**src/rtl/mult_acc_stage_12.sv**
```systemverilog
// mult_acc_stage_12: sequential multiply-accumulate back end that sums one
// frame of unsigned products into a guarded accumulator.
// Optional feature macro: MAC_SATURATE_EN (clamp instead of wrap on carry).
// Ports:
//   clk, rst                   clock, async active-high reset
//   in_valid/in_ready/in_prod  product handshake from the multiplier
//   in_last                    final product of a frame (qualified by in_valid)
//   out_valid/out_ready        frame result handshake to the next stage
//   out_sum/out_terms/out_ovf  frame sum, term count, sticky overflow
module mult_acc_stage_12 #(
   parameter int WIDTH     = 12,
   parameter int GUARD     = 8,
   parameter int MAX_TERMS = 256
) (
   input  logic                               clk,
   input  logic                               rst,
   input  logic                               in_valid,
   output logic                               in_ready,
   input  logic [2*WIDTH-1:0]                 in_prod,
   input  logic                               in_last,
   output logic                               out_valid,
   input  logic                               out_ready,
   output logic [2*WIDTH+GUARD-1:0]           out_sum,
   output logic [$clog2(MAX_TERMS+1)-1:0]     out_terms,
   output logic                               out_ovf
);

   localparam int PW = 2 * WIDTH;
   localparam int AW = PW + GUARD;
   localparam int SW = AW + 1;
   localparam int CW = $clog2(MAX_TERMS + 1);
   localparam logic [CW-1:0] TERM_MAX = CW'(MAX_TERMS);

   typedef enum logic [1:0] {IDLE, ACCUM, DONE} state_t;

   state_t        state;
   logic [SW-1:0] sum_wide;
   logic          carry;
   logic [AW-1:0] acc_next;
   logic [CW-1:0] cnt_next;
   logic          close;

   // The accumulator and count live directly in the output registers; they
   // are zero in IDLE, so IDLE and ACCUM share one update path.
   always_comb begin
      sum_wide = {1'b0, out_sum} + SW'(in_prod);
      carry    = sum_wide[AW];
`ifdef MAC_SATURATE_EN
      // Once clamped, any further nonzero add carries again, so the
      // accumulator stays pinned at all ones for the rest of the frame.
      acc_next = carry ? {AW{1'b1}} : sum_wide[AW-1:0];
`else
      acc_next = sum_wide[AW-1:0];
`endif
      cnt_next = out_terms + 1'b1;
      close    = in_last || (cnt_next == TERM_MAX);
   end

   always_ff @(posedge clk or posedge rst) begin
      if (rst) begin
         state     <= IDLE;
         in_ready  <= 1'b1;
         out_valid <= 1'b0;
         out_sum   <= '0;
         out_terms <= '0;
         out_ovf   <= 1'b0;
      end else begin
         unique case (state)
            IDLE, ACCUM: begin
               if (in_valid) begin
                  out_sum   <= acc_next;
                  out_terms <= cnt_next;
                  out_ovf   <= out_ovf | carry;
                  if (close) begin
                     state     <= DONE;
                     in_ready  <= 1'b0;
                     out_valid <= 1'b1;
                  end else begin
                     state <= ACCUM;
                  end
               end
            end
            DONE: begin
               if (out_ready) begin
                  state     <= IDLE;
                  in_ready  <= 1'b1;
                  out_valid <= 1'b0;
                  out_sum   <= '0;
                  out_terms <= '0;
                  out_ovf   <= 1'b0;
               end
            end
            default: begin
               state     <= IDLE;
               in_ready  <= 1'b1;
               out_valid <= 1'b0;
               out_sum   <= '0;
               out_terms <= '0;
               out_ovf   <= 1'b0;
            end
         endcase
      end
   end

endmodule

```
**config.mk**
```make
export PLATFORM = sky130hd
export DESIGN_NAME = mult_acc_stage_12
export DESIGN_NICKNAME = d
export VERILOG_FILES = /design/src/rtl/mult_acc_stage_12.sv
export SDC_FILE = /design/constraint.sdc
export NUM_CORES = 1
export LEC_CHECK = 0
export CAP_MARGIN = 25
export CORE_MARGIN = 3
export CORE_UTILIZATION = 40
export DETAILED_ROUTE_END_ITERATION = 10
export GPL_ROUTABILITY_DRIVEN = 0
export PLACE_DENSITY_LB_ADDON = 0.05
export SETUP_SLACK_MARGIN = 0.1
export SLEW_MARGIN = 10
export SYNTH_ARGS = -nofsm -noshare
export SYNTH_HDL_FRONTEND = slang
export SYNTH_SLANG_ARGS = --single-unit
```
**constraint.sdc**
```tcl
create_clock -name clk -period 2.5 [get_ports clk]
set_clock_uncertainty 0.2 [all_clocks]
set_input_delay 0.625 -clock clk [delete_from_list [all_inputs] [get_ports clk]]
set_output_delay 0.625 -clock clk [all_outputs]
set_load 0.05 [all_outputs]
```
==> flow_metrics.env, run 1 <==
export IMPL_start_kind="register"
export IMPL_grt_pass1_vias=3572
export IMPL_syn_to_final_growth_pct=72.0
export IMPL_reg2reg_slack_ns=-0.01
export IMPL_syn_instance_count=388
export IMPL_yosys_area_top_type="dfrtp_1"
export IMPL_synth_edf_count=0
export IMPL_power_density_nw_per_um2=1250
export IMPL_io_buffers=72
export IMPL_setup_viol=1
export IMPL_yosys_area_share_simple_pct=20.0
export IMPL_ys_top_cells_by_area="dfrtp_1 (35%), ha_1 (9.6%), nand2_1 (7.9%), o21ai_0 (6.2%), a21oi_1 (5.4%)"
export IMPL_num_vias=3607
export IMPL_synth_adder_area_share_pct=10.3
export IMPL_cts_sinks=46
export IMPL_fin_crit_ns=2.51
export IMPL_vias_per_cell=5.47
export IMPL_io_pins=73
export IMPL_firstDrtPassIters=7
export IMPL_synth_nets=443
export IMPL_fp_coreArea_sq_um=7810
export IMPL_synth_top_family_by_area="compound AO/OA/AOI/OAI gates"
export IMPL_cts_tree="done"
export IMPL_antenna_diode_count=0
export IMPL_fp_dieH_um=96.0
export IMPL_die_w_um=96.0
export IMPL_r2r_start="out_sum[8]"
export IMPL_min_delay_start="in_ready"
export IMPL_synth_ff_type="dfrtp_1"
export IMPL_netlist_area_sq_um=3240
export IMPL_clk_latency_ns=0.31
export IMPL_drt_wl_total_um=10800
export IMPL_critPathBufInv=0
export IMPL_crit_end="out_sum[24]"
export IMPL_crit_chain="ha_4 -> nand2_4 -> nor4_4 -> nand2_2 -> a211o_1 -> a211oi_4 -> o21bai_1 -> mux2i_1"
export IMPL_synthArstFlopShare_pct=100
export IMPL_yosys_top_cells_count="nand2_1 (68), dfrtp_1 (45), o21ai_0 (40)"
export IMPL_setup_tns_ns=-0.0115
export IMPL_drc=0
export IMPL_ys_ff_latch=46
export IMPL_worstSetupEndpointType="register"
export IMPL_postRouteAntennaNets=0
export IMPL_max_stage_delay_ns=0.44
export IMPL_dieArea_sq_um=9220
export IMPL_post_place_ws_ns=-0.778
export IMPL_drive_above_1_share_pct=41.1
export IMPL_antenna_found_initial=0
export IMPL_clk_pin_slew_ns=0.10
export IMPL_wl_per_cell_um=16.4
export IMPL_worstPathRequired_ns=2.50
export IMPL_synth_top_area_share_pct=34.7
export IMPL_reg2regPathDepth=8
export IMPL_avgSynthCellArea_sq_um=8.36
export IMPL_cpMaxStageDelayCell="dfrtp_2"
export IMPL_htree_levels=2
export IMPL_final_max_slew_viol_count=0
export IMPL_dr_first_iter_drc_count=128
export IMPL_ys_types=50
export IMPL_hold_ws_ns=0.308
export IMPL_power_uw=7000
export IMPL_synth_most_common_cell="nand2_1"
export IMPL_crit_path_start="out_sum[8]"
export IMPL_rows=32
export IMPL_clockBufferDepth=2
export IMPL_synth_warnings=0
export IMPL_worst_pin_slew_ns=0.579
export IMPL_synthMuxAreaShare_pct=2.51
export IMPL_dp_hpwl_um=7310
export IMPL_path_max_fanout=6
export IMPL_start_util_pct=41.5
export IMPL_worst_slack_ns=-0.0115
export IMPL_fin_nets=611
export IMPL_worst_setup_path_type="reg -> reg"
export IMPL_grtUsageTotal_pct=23.3
export IMPL_peakVddDrop_v=0.000625
export IMPL_cts_buffers_inserted=5
export IMPL_synth_compound_area_share_pct=23.5
export IMPL_max_freq_mhz=398
export IMPL_post_route_util_pct=71.5
export IMPL_violations="setup timing"
export IMPL_hold_class="reg -> reg"
export IMPL_rsz0062_at_grt="yes"
export IMPL_finalCritPeriodShare_pct=100
export IMPL_ys_seq_area_share_pct=35.5
export IMPL_grt_ovfl_total=0
export IMPL_max_cap_violations=0
export IMPL_grt_max_degree=24
export IMPL_timing_rr_end="out_sum[24]"
export IMPL_grt_first_pass_wirelength_um=16900
export IMPL_slew_headroom_pct=61.3
export IMPL_cts_hold_buffers_added=0
export IMPL_leakagePower_uw=0.00264
export IMPL_cts_root_buf="clkbuf_8"
export IMPL_synth_xor_xnor_area_share_pct=5.40
export IMPL_cp_num_cells=8
export IMPL_outcome="finished, violations left"
export IMPL_final_hold_viol_count=0
export IMPL_cp_arrival_ns=2.51
export IMPL_crit_family="compound AO/OA/AOI/OAI gates"
[worst min path at each step]
stage	to	slack, ns	cells past startpoint
3_3_place_gp	out_sum[11]	0.29	2
6_report	in_ready	0.31	2
3_5_place_dp	in_ready	0.30	2
4_1_cts	in_ready	0.31	2
5_1_grt	in_ready	0.33	2
2_1_floorplan	state[0]	0.36	2
[per-layer routing]
metal / vias up / routed length [um] / part of all wire (%) / global-route usage (%)
li1: 1739 / - / - / -
met1: 1747 / 4650 / 43 / 30.0
met2: 93 / 5540 / 51 / 39.7
met3: 28 / 372 / 3.4 / 3.28
met4: 0 / 269 / 2.5 / 7.94
met5: - / 0 / 0 / 0
[stage by stage]
step,cell area [sq um],std cells
final,5580,659
after global routing,5580,659
after CTS,5330,653
after detailed placement,4820,624
after global placement,4820,624
after floorplan,3430,388
[worst min-delay path, cell delays in order (launching register included)]
cell and delay (ns):
dfstp_2 0.38, nor2_1 0.09, a21oi_1 0.05
[sequential cells by signal, indices dropped and copies added (netlist names)]
name / count
state: 2
in_ready: 1
out_valid: 1
out_sum: 32
out_ovf: 1
out_terms: 9
[what timing repair did]
action	in CTS	in global routing
pin swaps	52	35
gates cloned	0	0
setup endpoints to repair	39	38
resized for setup	129	59
buffers inserted	22	6
[cells by family after synthesis]
group,count (synthesis)
and+or+nand+nor,141
adders and majority gates,26
buffers and inverters,23
DFF,46
AOI/OAI and AO/OA,124
xor gates and xnor gates,20
muxes,8
[placed cells by master, fill, tap and decap left out, drive strengths merged, types with 7 or more instances in the layout]
cell type and n:
and3 7, ha 25, nand2 68, a21o 7
inv 12, o21ai 41, dfrtp 45, dlygate4sd2 23
nand3 15, buf 114, dlymetal6s2s 17, xor2 9
o211ai 7, nor2 19, a21oi 35, clkdlybuf4s50 19
mux2i 7, xnor2 11, nor3 11
[final cells by class]
cell class	instances	area, sq um
clock buffers	5	68.8
clock inverters	3	25.0
fillers	596	2230
inverters	11	41.3
multi-input cells	319	2650
flip-flops and latches	46	1170
well taps	102	128
repair buffers	173	1490
[power breakdown]
| part | leakage (uW) | internal, uW | switching (uW) |
|---|---|---|---|
| combinational | 0.00203 | 2290 | 2820 |
| sequential | 0.000558 | 1040 | 358 |
| clock | 0.0000447 | 203 | 291 |
(Power assumes the default switching activity.)
==> inputs of run 2 (changes only) <==
--- a/config.mk
+++ b/config.mk
@@ -12,7 +12,6 @@
 export GPL_ROUTABILITY_DRIVEN = 0
 export PLACE_DENSITY_LB_ADDON = 0.05
 export SETUP_SLACK_MARGIN = 0.1
-export SLEW_MARGIN = 10
 export SYNTH_ARGS = -nofsm -noshare
 export SYNTH_HDL_FRONTEND = slang
 export SYNTH_SLANG_ARGS = --single-unit
==> results of run 2 <==
The final DEF is identical to that of run 1; final timing and power are the same.
==> inputs of run 3 (changes only) <==
--- a/config.mk
+++ b/config.mk
@@ -10,6 +10,7 @@
 export CORE_UTILIZATION = 40
 export DETAILED_ROUTE_END_ITERATION = 10
 export GPL_ROUTABILITY_DRIVEN = 0
+export HOLD_SLACK_MARGIN = 0.03
 export PLACE_DENSITY_LB_ADDON = 0.05
 export SETUP_SLACK_MARGIN = 0.1
 export SYNTH_ARGS = -nofsm -noshare
==> results of run 3 <==
The final DEF is identical to that of run 1; final timing and power are the same.
==> variant: new RTL, flow settings as in run 2 <==
`WIDTH`: 12 -> 6.
--- a/src/rtl/mult_acc_stage_12.sv
+++ b/src/rtl/mult_acc_stage_12.sv
@@ -8,7 +8,7 @@
 //   out_valid/out_ready        frame result handshake to the next stage
 //   out_sum/out_terms/out_ovf  frame sum, term count, sticky overflow
 module mult_acc_stage_12 #(
-   parameter int WIDTH     = 12,
+   parameter int WIDTH     = 6,
    parameter int GUARD     = 8,
    parameter int MAX_TERMS = 256
 ) (
Ports: changed (resized in_prod and out_sum); port bits go from 73 to 49. No check against the original RTL was run, so the function may have changed too.
==> variant against run 2 <==
Total power decreased by 47%; setup slack better by 0.083 ns; area after synthesis fell by 32%; clock power decreased by 3%; core utilization is 6.4 points lower; count of clock-buffer cells in the layout grew 3; critical endpoint is now out_sum[18]; sequential cell count is 12 lower; final area is 39% lower; routed wire length decreased by 43%.
==> variant: results (changes against run 2) <==
- Run status: finished, final reports clean (was finished, violations left).
- The register-to-register setup slack was 0.08 ns (was -0.01 ns).
- The instance count after placement with tap cells included is 389 (was 624).
- The number of nets in the synthesized netlist is 278 (was 443).
- Largest registers: out_sum (20), out_terms (9), state (2) (was out_sum (32), out_terms (9), state (2)).
- The global-route usage over all layers is 20.6% (was 23.3%).
- The start point of the critical path is in_prod[0] (was out_sum[8]).
- The number of flip-flops under the largest register name is 20 (was 32).
- The global-route wire length before repair is 10,500 um (was 16,900 um).
- The maximum VDD drop is 0.000750 V (was 0.000625 V).
- The final cell count without fillers is 407 (was 659).
- The number of vias per cell after detailed routing is 5.43 (was 5.47).
- The unique cell type count in the Yosys netlist came to 47 (was 50).
- The number of iterations in the first detailed-routing pass came to 4 (was 7).
- The launch point of the worst reg-to-reg path is out_sum[0] (was out_sum[8]).
- The number of buffers inserted by port buffering is 48 (was 72).
- The largest fanout on the critical path is 5 (was 6).
- The share of post-route cells with drive strength above 1 is 27.9% (was 41.1%).
- Commonest cells in the netlist: 33 x sky130_fd_sc_hd__dfrtp_1, 31 x sky130_fd_sc_hd__nand2_1, 18 x sky130_fd_sc_hd__a21oi_1 (was 68 x sky130_fd_sc_hd__nand2_1, 45 x sky130_fd_sc_hd__dfrtp_1, 40 x sky130_fd_sc_hd__o21ai_0).
- The peak per-stage delay on the critical path is 0.36 ns (was 0.44 ns).
- The sequential share of the synthesized area is 38.6% (was 35.5%).
- The end point of the critical path is out_sum[18] (was out_sum[24]).
- The clock latency on the worst-skew pair is 0.29 ns (was 0.31 ns).
- The clock edge transition at the registers on the reported setup and hold paths is 0.07 ns (was 0.10 ns).
- The count of fill cells added during filler insertion came to 431 (was 596).
- The fraction of power spent switching nets is 46.3% (was 49.6%).
- The number of nets in the final layout is 368 (was 611).
- The setup slack after layout is 0.0712 ns (was -0.0115 ns).
- The per-cell routed wire length is 15.1 um (was 16.4 um).
- The destination of the worst register-to-register timing path is out_sum[18] (was out_sum[24]).
- The DRC violation total after the first TritonRoute iteration was 88 (was 128).
## variant: what timing repair did
| item | CTS | global route |
|---|---|---|
| resized for setup | 32 | 22 |
| cloned | 1 | 0 |
| pin swaps | 21 | 8 |
| setup endpoints to repair | 17 | 22 |
| hold buffers | 0 | 0 |
| setup buffers | 7 | 2 |
## variant: cell families after synthesis
kind of cell / synth area share (%)
adders and majority gates: 8.85
AOI/OAI and AO/OA: 24.4
muxes: 1.82
and+or+nand+nor: 21.2
DFF: 38.6
xor gates and xnor gates: 1.99
buffers and inverters: 3.06
## variant: worst min path at each step
stage / startpoint / end / slack, ns / cells past startpoint
after floorplan: state[0] / state[0] / 0.33 / 2
after global placement: out_valid / out_valid / 0.27 / 1
after detailed placement: out_valid / out_valid / 0.27 / 1
after CTS: out_valid / out_valid / 0.29 / 1
after global routing: out_valid / out_valid / 0.32 / 1
final: out_valid / out_valid / 0.29 / 1
## variant: final cells by class
| class | count | share of cell area [%] |
|---|---|---|
| flip-flops and latches | 34 | 25.3 |
| clock buffers | 8 | 3.25 |
| multi-input cells | 196 | 44.0 |
| repair buffers | 92 | 24.1 |
| well taps | 70 | 2.59 |
| inverters | 7 | 0.776 |
## variant: metrics by stage
step           utilization (%)  TNS [ns]  hold WS [ns]  total power, W  area [sq um]
3_3_place_gp              58.0     -6.22         0.270         0.00300          3020
4_1_cts                   63.4         0         0.290         0.00369          3300
5_1_grt                   65.0   -0.0119         0.317         0.00400          3380
2_1_floorplan                -         0         0.328         0.00222          2240
6_report                  65.0         0         0.289         0.00372          3380
3_5_place_dp              58.0     -6.51         0.269         0.00301          3020
## variant: routing by layer
layer	wire length [um]	vias up	track usage, %	share of wire, %
met4	81	0	5.91	1.3
li1	-	1092	-	-
met1	2800	1060	27.8	46
met3	252	10	4.15	4.1
met5	0	-	0	0
met2	2990	49	33.4	49
## variant: power groups by stage
| stage | Combinational, W | Clock, W | Sequential (W) |
|---|---|---|---|
| final | 0.00234 | 0.000481 | 0.000897 |
| after global routing | 0.00255 | 0.000529 | 0.000928 |
| after CTS | 0.00230 | 0.000495 | 0.000898 |
| after detailed placement | 0.00213 | 0 | 0.000886 |
| after global placement | 0.00211 | 0 | 0.000884 |
| after floorplan | 0.000913 | 0 | 0.00131 |
